File: config.mk
export PLATFORM = sky130hd
export DESIGN_NAME = result_out_ctrl
export DESIGN_NICKNAME = d
export VERILOG_FILES = /design/src/rtl/mlp_conv_pkg.sv /design/src/rtl/result_out_ctrl_fifo.sv /design/src/rtl/result_out_ctrl.sv
export SDC_FILE = /design/constraint.sdc
export NUM_CORES = 1
export LEC_CHECK = 0
export ABC_CLOCK_PERIOD_IN_PS = 4400
export CAP_MARGIN = 5
export CORE_AREA = 4 4 239 241
export CTS_BUF_LIST = sky130_fd_sc_hd__clkbuf_2 sky130_fd_sc_hd__clkbuf_4 sky130_fd_sc_hd__clkbuf_8
export DETAILED_ROUTE_END_ITERATION = 6
export DIE_AREA = 0 0 243 245
export GPL_ROUTABILITY_DRIVEN = 0
export PLACE_DENSITY = 0.73
export RECOVER_POWER = 100
export SETUP_SLACK_MARGIN = 0.4
export SLEW_MARGIN = 20
export SYNTH_ARGS = -nofsm -noshare
export SYNTH_HDL_FRONTEND = slang
export SYNTH_SLANG_ARGS = --single-unit
File: constraint.sdc
create_clock -name CLK -period 4.4 [get_ports CLK]
set_input_delay 0.88 -clock CLK [delete_from_list [all_inputs] [get_ports CLK]]
set_output_delay 0.88 -clock CLK [all_outputs]
set_load 0.03 [all_outputs]
File: src/rtl/mlp_conv_pkg.sv
// Shared types and helpers for the mlp_conv datapath: lane limit, result-output FSM states,
// and the accumulator-to-result saturation function.
package mlp_conv_pkg;

    localparam int MAX_LANES = 5;
    localparam int SAT_W     = 64;

    typedef enum logic {
        IDLE  = 1'b0,
        DRAIN = 1'b1
    } res_out_state_t;

    // acc holds acc_w valid bits (zero-extended by the caller); result is {clamped, value}
    function automatic logic [SAT_W:0] sat_acc(
        input logic [SAT_W-1:0] acc,
        input int               acc_w,
        input int               out_w
    );
        logic signed [SAT_W-1:0] ext;
        logic signed [SAT_W-1:0] max_v;
        logic signed [SAT_W-1:0] min_v;
        for (int i = 0; i < SAT_W; i++) begin
            ext[i] = (i < acc_w) ? acc[i] : acc[acc_w-1];
        end
        max_v = (64'sd1 <<< (out_w - 1)) - 64'sd1;
        min_v = -(64'sd1 <<< (out_w - 1));
        if (ext > max_v) begin
            return {1'b1, max_v};
        end else if (ext < min_v) begin
            return {1'b1, min_v};
        end else begin
            return {1'b0, ext};
        end
    endfunction

endpackage

File: src/rtl/result_out_ctrl_fifo.sv
// Synchronous single-clock FIFO; writes while full and reads while empty are ignored.
// rst_n_i is a synchronous active-low reset that empties the FIFO.
module result_out_ctrl_fifo #(
    parameter int FIFO_WIDTH = 32,
    parameter int FIFO_DEPTH = 16
) (
    input  logic                  clk_i,
    input  logic                  rst_n_i,
    input  logic                  wr_en_i,
    input  logic [FIFO_WIDTH-1:0] wr_data_i,
    input  logic                  rd_en_i,
    output logic [FIFO_WIDTH-1:0] rd_data_o,
    output logic                  empty_o,
    output logic                  full_o
);

    localparam int AW = (FIFO_DEPTH > 1) ? $clog2(FIFO_DEPTH) : 1;
    localparam int CW = $clog2(FIFO_DEPTH + 1);

    logic [FIFO_WIDTH-1:0] mem_q [FIFO_DEPTH];
    logic [AW-1:0]         wr_ptr_q;
    logic [AW-1:0]         rd_ptr_q;
    logic [CW-1:0]         count_q;
    logic                  wr_s;
    logic                  rd_s;

    assign empty_o   = (count_q == CW'(0));
    assign full_o    = (count_q == CW'(FIFO_DEPTH));
    assign wr_s      = wr_en_i && !full_o;
    assign rd_s      = rd_en_i && !empty_o;
    assign rd_data_o = mem_q[rd_ptr_q];

    // Storage array; contents are meaningless while count is zero, so no reset
    always_ff @(posedge clk_i) begin
        if (wr_s) begin
            mem_q[wr_ptr_q] <= wr_data_i;
        end
    end

    // Pointers and occupancy
    always_ff @(posedge clk_i) begin
        if (!rst_n_i) begin
            wr_ptr_q <= '0;
            rd_ptr_q <= '0;
            count_q  <= '0;
        end else begin
            if (wr_s) begin
                wr_ptr_q <= (wr_ptr_q == AW'(FIFO_DEPTH - 1)) ? AW'(0) : wr_ptr_q + AW'(1);
            end
            if (rd_s) begin
                rd_ptr_q <= (rd_ptr_q == AW'(FIFO_DEPTH - 1)) ? AW'(0) : rd_ptr_q + AW'(1);
            end
            case ({wr_s, rd_s})
                2'b10:   count_q <= count_q + CW'(1);
                2'b01:   count_q <= count_q - CW'(1);
                default: count_q <= count_q;
            endcase
        end
    end

endmodule

File: src/rtl/result_out_ctrl.sv
// Result output controller: accepts a set of accumulator lanes, saturates and serialises them into
// an output FIFO. Defining RESULT_OUT_RELU_EN zeroes negative lanes before saturation.
module result_out_ctrl
    import mlp_conv_pkg::*;
#(
    parameter int OUTPUT_WIDTH = 32,
    parameter int ACC_WIDTH    = 40,
    parameter int FIFO_DEPTH   = 16
) (
    input  logic                    CLK,
    input  logic                    RESETN,
    input  logic                    CLEAR_FIFO,
    input  logic [2:0]              PARAM_LANES,
    input  logic                    RES_VALID,
    output logic                    RES_READY,
    input  logic [ACC_WIDTH-1:0]    RES_DATA_0,
    input  logic [ACC_WIDTH-1:0]    RES_DATA_1,
    input  logic [ACC_WIDTH-1:0]    RES_DATA_2,
    input  logic [ACC_WIDTH-1:0]    RES_DATA_3,
    input  logic [ACC_WIDTH-1:0]    RES_DATA_4,
    input  logic                    FIFO_RD_CMD,
    output logic [OUTPUT_WIDTH-1:0] FIFO_RD_DATA,
    output logic                    FIFO_EMPTY,
    output logic                    FIFO_FULL,
    output logic                    BUSY,
    output logic                    SAT_FLAG
);

    res_out_state_t         state_q, state_d;
    logic [2:0]             lane_idx_q, lane_idx_d;
    logic [2:0]             n_q, n_d;
    logic [ACC_WIDTH-1:0]   hold_q [MAX_LANES];
    logic [ACC_WIDTH-1:0]   hold_d [MAX_LANES];
    logic                   sat_flag_q, sat_flag_d;
    logic                   clear_fifo_q;
    logic                   clr_s;
    logic                   fifo_rst_n_s;
    logic                   fifo_wr_s;
    logic                   fifo_full_s;
    logic [2:0]             n_eff_s;
    logic [ACC_WIDTH-1:0]   lane_s;
    logic [SAT_W:0]         sat_s;
    logic                   sat_unused_s;

    assign clr_s        = CLEAR_FIFO && !clear_fifo_q;
    assign fifo_rst_n_s = RESETN && !clr_s;
    assign RES_READY    = (state_q == IDLE) && !clr_s;
    assign BUSY         = (state_q == DRAIN);
    assign SAT_FLAG     = sat_flag_q;
    assign FIFO_FULL    = fifo_full_s;
    assign sat_unused_s = ^sat_s[SAT_W-1:OUTPUT_WIDTH];

    // Effective lane count: 0 means one lane, anything above the array width is clipped
    always_comb begin
        case (PARAM_LANES)
            3'd0:       n_eff_s = 3'd1;
            3'd6, 3'd7: n_eff_s = 3'(MAX_LANES);
            default:    n_eff_s = PARAM_LANES;
        endcase
    end

    // Current lane, optionally rectified, then clamped to the output width
    always_comb begin
`ifdef RESULT_OUT_RELU_EN
        lane_s = hold_q[lane_idx_q][ACC_WIDTH-1] ? '0 : hold_q[lane_idx_q];
`else
        lane_s = hold_q[lane_idx_q];
`endif
        sat_s = sat_acc(SAT_W'(lane_s), ACC_WIDTH, OUTPUT_WIDTH);
    end

    // Accept / drain sequencing; a clear pulse overrides everything
    always_comb begin
        state_d    = state_q;
        lane_idx_d = lane_idx_q;
        n_d        = n_q;
        hold_d     = hold_q;
        sat_flag_d = sat_flag_q;
        fifo_wr_s  = 1'b0;
        if (clr_s) begin
            state_d    = IDLE;
            lane_idx_d = 3'd0;
            sat_flag_d = 1'b0;
        end else begin
            case (state_q)
                IDLE: begin
                    if (RES_VALID) begin
                        hold_d[0]  = RES_DATA_0;
                        hold_d[1]  = RES_DATA_1;
                        hold_d[2]  = RES_DATA_2;
                        hold_d[3]  = RES_DATA_3;
                        hold_d[4]  = RES_DATA_4;
                        n_d        = n_eff_s;
                        lane_idx_d = 3'd0;
                        state_d    = DRAIN;
                    end else begin
                        state_d = IDLE;
                    end
                end
                DRAIN: begin
                    if (!fifo_full_s) begin
                        fifo_wr_s  = 1'b1;
                        sat_flag_d = sat_flag_q | sat_s[SAT_W];
                        if (lane_idx_q == (n_q - 3'd1)) begin
                            lane_idx_d = 3'd0;
                            state_d    = IDLE;
                        end else begin
                            lane_idx_d = lane_idx_q + 3'd1;
                        end
                    end else begin
                        lane_idx_d = lane_idx_q;
                    end
                end
                default: begin
                    state_d    = IDLE;
                    lane_idx_d = 3'd0;
                end
            endcase
        end
    end

    // State, hold registers and edge-detect history
    always_ff @(posedge CLK) begin
        if (!RESETN) begin
            state_q      <= IDLE;
            lane_idx_q   <= 3'd0;
            n_q          <= 3'd1;
            sat_flag_q   <= 1'b0;
            clear_fifo_q <= 1'b0;
            for (int i = 0; i < MAX_LANES; i++) begin
                hold_q[i] <= '0;
            end
        end else begin
            state_q      <= state_d;
            lane_idx_q   <= lane_idx_d;
            n_q          <= n_d;
            sat_flag_q   <= sat_flag_d;
            clear_fifo_q <= CLEAR_FIFO;
            hold_q       <= hold_d;
        end
    end

    result_out_ctrl_fifo #(
        .FIFO_WIDTH (OUTPUT_WIDTH),
        .FIFO_DEPTH (FIFO_DEPTH)
    ) fifo_inst (
        .clk_i     (CLK),
        .rst_n_i   (fifo_rst_n_s),
        .wr_en_i   (fifo_wr_s),
        .wr_data_i (sat_s[OUTPUT_WIDTH-1:0]),
        .rd_en_i   (FIFO_RD_CMD),
        .rd_data_o (FIFO_RD_DATA),
        .empty_o   (FIFO_EMPTY),
        .full_o    (fifo_full_s)
    );

endmodule

==> summary.md, run 1 <==
| Metric | Value |
|---|---|
| CP bufs+invs | `2` |
| Worst setup EP type | `primary output` |
| Crit path launch type | `flip-flop` |
| Layout cell share with drive strength beyond 1 | `20.1%` |
| Distinct cells, synth | `53` |
| CTS H-tree lvls | `3` |
| Setup TNS | `0 ns` |
| Post-synthesis async set-or-reset flop share | `0%` |
| Via count | `17400` |
| Ranking of synthesized cells by area | `edfxtp_1 52%, dfxtp_1 15%, mux4_2 14%, nand2_1 5.3%, a21boi_0 5.2%` |
| Initial antenna violation count | `2` |
| Total track usage | `23.1%` |
| Most common cell in the synthesized netlist | `edfxtp_1` |
| Min cycle time layout | `4.06 ns` |
| Post-synth top area share | `52.3%` |
| Avg Vias per Cell | `5.77` |
| Max_cap viols | `3` |
| First-pass GRT wire length | `105000 µm` |
| Hold Violations, Final | `0` |
| Num rows | `86` |
| CTS tree | `built` |
| Synthesized area per cell | `15.5 µm²` |
| Antenna Violating Nets Remaining | `0` |
| Initial drt markers | `1653` |
| Worst EP required | `3.52 ns` |
| Max Slew Vio Count | `83` |
| Port Buffer Count | `244` |
| Clock root buffer master | `clkbuf_8` |
| DR WL/cell | `22.9 µm` |
| CTS buffer count | `115` |
| Dpl hpwl | `41500 µm` |
| Reg clk slew, reported paths | `0.06 ns` |
| Crit-path max FO | `22` |
| Crit path max-delay cell type | `dlygate4sd3_1` |
| Fmax | `0.246 GHz` |
| Final clock period utilization by the worst path | `92.3%` |
| Post-Syn Nets | `2119` |
| Lkg Pwr | `11.4 nW` |
| Cell Chain, Critical Path | `buf_16, mux4_2, mux4_2, dlygate4sd3_1` |
| Final wirelength | `68800 µm` |
| Worst slew pin tran | `2.19 ns` |
| Final Net Count | `2430` |
| Final setup fails | `0` |
| Worst-Skew Late Latency | `0.70 ns` |
| Synthesized area | `29400 µm²` |
| Setup Skew | `0.0335 ns` |
| Max stage delay on crit path | `0.71 ns` |
| Power density cells | `422 nW/µm²` |
| Area leader, netlist | `edfxtp_1` |
| Chip height | `245 µm` |
| Worst EP arrival | `3.18 ns` |
| Commonest cells in the netlist | `512 x edfxtp_1, 418 x nand2_1, 226 x dfxtp_1, 202 x a21boi_0, 189 x mux4_2` |
| Max_slew headroom | `-46.3%` |
| Syn Inst Count | `1899` |
| Hold Buf Count CTS | `0` |
| Gr ovfl total | `0` |
| FF+latch count, synth | `738` |
| Status | `complete, but fails checks` |
| Sequential-to-total area share from yosys stat | `67.6%` |
| DRC violations left | `0` |
| Maximum clock path buffer count | `3` |
| Starting Density | `53.6%` |
| Crit path kind | `flip-flop to primary output` |
| Predominant post-synthesis flop cell | `edfxtp_1` |
| RSZ-0062 raised after global routing | `true` |
| Synth-to-layout area growth | `19.4%` |
| Failing checks | `max-capacitance violations, max-slew violations` |
| Vias in the first global route | `17900` |
| Pin count of the biggest net entering global routing | `114` |
| Die Wd | `243 µm` |
| Delay-heaviest family, CP | `multiplexers` |
| Most frequent cell on the critical path | `mux4_2` |
| Yosys warns | `0` |
| VDD IR max | `233 µV` |
| Clk sink count | `738` |
| HP Class | `flip-flop to flip-flop` |
| Fin worst setup slack | `0.337 ns` |
| Initial DRT Pass Iterations | `5` |
| Boundary Pins | `245` |
| Pre-CTS worst setup slack | `0.790 ns` |
| Post-synth EDFFs | `512` |
| Core footprint | `54900 µm²` |
| Total Die Area | `59500 µm²` |
-- layout make-up --
cell class	count	area (µm²)
multi-input cells	1019	9000
flip-flops and latches	738	19900
diodes	1	2.50
clock inverters	43	245
inverters	12	45.0
well taps	704	881
fillers	3911	19700
repair buffers	324	2960
clock buffers	167	2090
-- metrics by stage --
stage                     util, %  hold WS, ns  instance area (µm²)  std cells  power [mW]
final                        64.0        0.457                35100       3008        14.8
after global routing         64.0        0.480                35100       3008        15.4
after CTS                    64.6        0.461                35400       3001        15.0
after detailed placement     60.3        0.453                33100       2789        9.35
after global placement       60.3        0.448                33100       2789        9.29
after floorplan                 -        0.439                29400       1899        8.70
-- worst paths after layout --
kind / depth (start not counted) / slack, ns / startpoint / to
worst min-delay path: 2 / 0.46 / hold_q[61]$_SDFFE_PN0P_ / hold_q[61]$_SDFFE_PN0P_
worst min register to register: 2 / 0.46 / hold_q[61]$_SDFFE_PN0P_ / hold_q[61]$_SDFFE_PN0P_
worst max register to register: 7 / 0.47 / lane_idx_q[1]$_SDFFE_PN0P_ / fifo_inst.mem_q[1][4]$_DFFE_PP_
worst max-delay path: 4 / 0.34 / flip-flop / FIFO_RD_DATA[8]
-- state kept, by name, summed over array words and instances (netlist names), 3 cells and up, named ones only --
| signal | count |
|---|---|
| n_q | 3 |
| hold_q | 200 |
| fifo_inst.count_q | 5 |
| fifo_inst.wr_ptr_q | 4 |
| lane_idx_q | 3 |
| fifo_inst.rd_ptr_q | 4 |
| fifo_inst.mem_q | 512 |
-- routing by layer --
layer	vias to the layer above	GRT usage, %	routed length [µm]
met5	-	0	0
met4	0	7.33	1530
met3	96	4.18	5260
met2	723	37.2	33600
met1	8711	32.5	28400
li1	7836	-	-
-- cell families after synthesis --
logic type | synth area share [%]
buffers and inverters | 1.99
AND/OR/NAND/NOR | 6.46
multiplexers | 15.6
flip-flops | 67.6
AO/OA/AOI/OAI | 7.47
adder cells (fa/ha/maj) | 0.536
XOR/XNOR | 0.349
-- report_power, final --
group / leakage [nW] / switching (mW) / total, mW / internal, mW
registers: 6.45 / 0.0682 / 7.92 / 7.86
logic: 3.74 / 0.750 / 1.22 / 0.468
clock network: 1.24 / 2.57 / 5.68 / 3.11
-- tightest hold or removal path, delay by kind of cell (launching register included) --
family	cells	cell delay, ns
flip-flops	1	0.30
AND/OR/NAND/NOR	1	0.04
AO/OA/AOI/OAI	1	0.06
-- placed cells by master (no fill, tap or decap), types with 27 or more instances in the layout --
| master | instances |
|---|---|
| a21boi_0 | 202 |
| a22oi_1 | 32 |
| clkbuf_2 | 44 |
| clkbuf_4 | 33 |
| clkbuf_8 | 134 |
| clkdlybuf4s50_1 | 205 |
| dfxtp_1 | 221 |
| edfxtp_1 | 512 |
| mux4_2 | 189 |
| nand2_1 | 417 |
| nor2_1 | 27 |
| o21ai_0 | 38 |
-- what timing repair did --
item | CTS | global route
setup endpoints to repair | 31 | 16
endpoints found under the hold margin | 0 | 0
gates cloned | 0 | 1
buffers inserted | 2 | 5
pin swaps | 0 | 0
resized for setup | 17 | 17
(Power assumes the default switching activity.)
==> run 2, diff against run 1 <==
Settings changed: CORE_AREA 4 4 239 241 to 4 4 295 297, DIE_AREA 0 0 243 245 to 0 0 299 301, GPL_TIMING_DRIVEN set to 1, PLACE_DENSITY 0.73 to 0.5, SKIP_LAST_GASP set to 1.
==> run 2 against run 1 <==
Against the previous run:
- the flow still finishes with violations (max-capacitance violations, max-slew violations)
- power is 3.8% higher
- worst setup slack got worse by 0.053 ns
- critical path depth increased by 2
- non-clock buffer count rose by 7
- global-route usage fell by 5.7 points
- count of clock-buffer cells in the layout up 15
- utilization shrank 21 points
- register-to-register slack got worse by 0.02 ns
- largest cell class unchanged
- highest routed layer is now met5
==> summary.md, run 2 (same netlist as run 1, synthesis figures left out) <==
| Metric | Value |
|---|---|
| Status | `complete, but fails checks` |
| Failing checks | `max-capacitance violations, max-slew violations` |
| Boundary Pins | `245` |
| Min cycle time layout | `4.12 ns` |
| Synth-to-layout area growth | `23.0%` |
| DRC violations left | `0` |
| Via count | `17500` |
| Min-Delay Endpoint | `hold_q[93]$_SDFFE_PN0P_` |
| Multi-input gate area | `9050 µm²` |
| Worst-Skew Late Latency | `0.77 ns` |
| Max reg flops | `512` |
| Max_slew headroom | `-127%` |
| Layout cell share with drive strength beyond 1 | `21.8%` |
| Antenna Violating Nets Remaining | `0` |
| Final Util | `42.8%` |
| Crit-path max FO | `10` |
| Chip height | `301 µm` |
| Pin count of the biggest net entering global routing | `205` |
| Avg Vias per Cell | `5.03` |
| Max Slew Vio Count | `290` |
| RSZ-0062 raised after global routing | `true` |
| Max_cap viols | `4` |
| Commonest non-fill, non-tap cell in the layout | `edfxtp_1` |
| Grt met1 use | `23.8%` |
| Total track usage | `17.4%` |
| Final wirelength | `78100 µm` |
| Met2 Resource Use GR | `28.2%` |
| Hold Violations, Final | `0` |
| Clk sink count | `738` |
| R2r endpoint | `fifo_inst.mem_q[15][22]$_DFFE_PP_` |
| Setup TNS | `0 ns` |
| Core footprint | `84600 µm²` |
| Power density cells | `425 nW/µm²` |
| Min-delay src | `hold_q[93]$_SDFFE_PN0P_` |
| R2R Setup Slk | `0.45 ns` |
| Hold path depth | `2` |
| Maximum clock path buffer count | `3` |
| Port Buffer Count | `244` |
| Dpl hpwl | `45800 µm` |
| Lkg Pwr | `11.6 nW` |
| Vias in the first global route | `18700` |
| FF-to-FF Start | `lane_idx_q[0]$_SDFFE_PN0P_` |
| Die Wd | `299 µm` |
| Starting Density | `34.8%` |
| First-pass GRT wire length | `117000 µm` |
| Most frequent cells in the layout | `512 x edfxtp_1, 417 x nand2_1, 222 x dfxtp_1, 205 x clkdlybuf4s50_1, 202 x a21boi_0` |
| Final Net Count | `2452` |
| HP Class | `flip-flop to flip-flop` |
| CTS H-tree lvls | `4` |
| Worst EP arrival | `3.24 ns` |
| CTS tree | `built` |
| Reg2Reg Depth | `7` |
| DR WL/cell | `22.5 µm` |
| Initial DRT Pass Iterations | `5` |
| M3 GR Usage | `3.84%` |
| Crit path launch type | `flip-flop` |
| CTS buffer count | `130` |
| Initial antenna violation count | `3` |
| Worst slew pin tran | `3.40 ns` |
| Total Die Area | `90000 µm²` |
| Worst EP required | `3.52 ns` |
| VDD IR max | `238 µV` |
| Final clock period utilization by the worst path | `93.5%` |
| Seq. cell area | `19900 µm²` |
| Gr ovfl total | `0` |
| Initial drt markers | `1143` |
| Final setup fails | `0` |
| Reg clk slew, reported paths | `0.05 ns` |
| Crit path kind | `flip-flop to primary output` |
| Clock root buffer master | `clkbuf_8` |
| Setup Skew | `0.0468 ns` |
| Fmax | `0.243 GHz` |
| Num rows | `107` |
| Worst setup EP type | `primary output` |
| GR peak layer | `met2` |
| Biggest register | `fifo_inst.mem_q` |
| FILL cells | `7772` |
| Largest regs | `fifo_inst.mem_q (512), hold_q (200), fifo_inst.count_q (5)` |
-- run 2: cell types whose count changed in the layout (fill, tap and decap cells not counted), moves of 4 or more --
| cell | delta |
|---|---|
| clkinv_1 | -7 |
| clkinvlp_4 | +5 |
| dlymetal6s2s_1 | -5 |
| clkbuf_1 | -6 |
| buf_16 | +5 |
| dlygate4sd2_1 | +5 |
| buf_12 | +4 |
| clkbuf_4 | +12 |
-- run 2: power breakdown --
group          internal, mW  switching [mW]  total (mW)
logic                 0.489           0.803        1.29
clock network          3.35            2.82        6.17
registers              7.86          0.0643        7.92
-- run 2: through the flow --
step                instances  setup WS, ns  total power, mW  instance area [µm²]  hold WS, ns
finish                   3473         0.284             15.4                36200        0.461
CTS                      3463         0.237             15.7                36500        0.462
floorplan                1899         0.734             8.70                29400        0.439
detailed placement       3229         0.792             9.42                33800        0.455
global placement         3229         0.773             9.37                33800        0.450
global route             3472         0.188             16.1                36200        0.479
-- run 2: final cells by class --
| type | instances | share of cell area (%) |
|---|---|---|
| Clock inverter | 45 | 0.851 |
| Sequential cell | 738 | 55.0 |
| Clock buffer | 182 | 6.15 |
| Tap cell | 1144 | 3.96 |
| Antenna cell | 2 | 0.0138 |
| Inverter | 12 | 0.125 |
| Timing Repair Buffer | 331 | 8.86 |
| Multi-Input combinational cell | 1019 | 25.0 |
-- run 2: timing repair --
| item | in CTS | in global routing |
|---|---|---|
| pin swaps | 0 | 0 |
| hold buffers | 0 | 0 |
| gates resized for setup | 71 | 6 |
| setup buffers | 3 | 7 |
| gates cloned | 4 | 1 |
| setup endpoints to repair | 32 | 14 |
-- run 2: worst max-delay path by stage --
stage                     slack (ns)  depth (start not counted)                        from                                 to
after global routing            0.19                          7  lane_idx_q[0]$_SDFFE_PN0P_  fifo_inst.mem_q[14][22]$_DFFE_PP_
after floorplan                 0.73                          4                  CLEAR_FIFO    fifo_inst.mem_q[7][0]$_DFFE_PP_
after detailed placement        0.79                          5                   flip-flop                   FIFO_RD_DATA[15]
after global placement          0.77                         11                  CLEAR_FIFO  fifo_inst.count_q[4]$_SDFFE_PN0P_
final                           0.28                          6                   flip-flop                   FIFO_RD_DATA[11]
after CTS                       0.24                          6                   flip-flop                    FIFO_RD_DATA[4]
-- run 2: routing by layer --
metal | up-vias | wire (µm)
li1 | 7891 | -
met5 | - | 13
met3 | 109 | 3980
met2 | 493 | 37400
met4 | 2 | 1330
met1 | 8983 | 35400
-- run 2: critical path, cell delays in order (launching register included) --
cell and delay (ns):
dfxtp_4 0.43, clkbuf_1 0.29, buf_16 0.20, clkbuf_1 0.16, mux4_2 0.51, mux4_2 0.52, dlygate4sd2_1 0.39
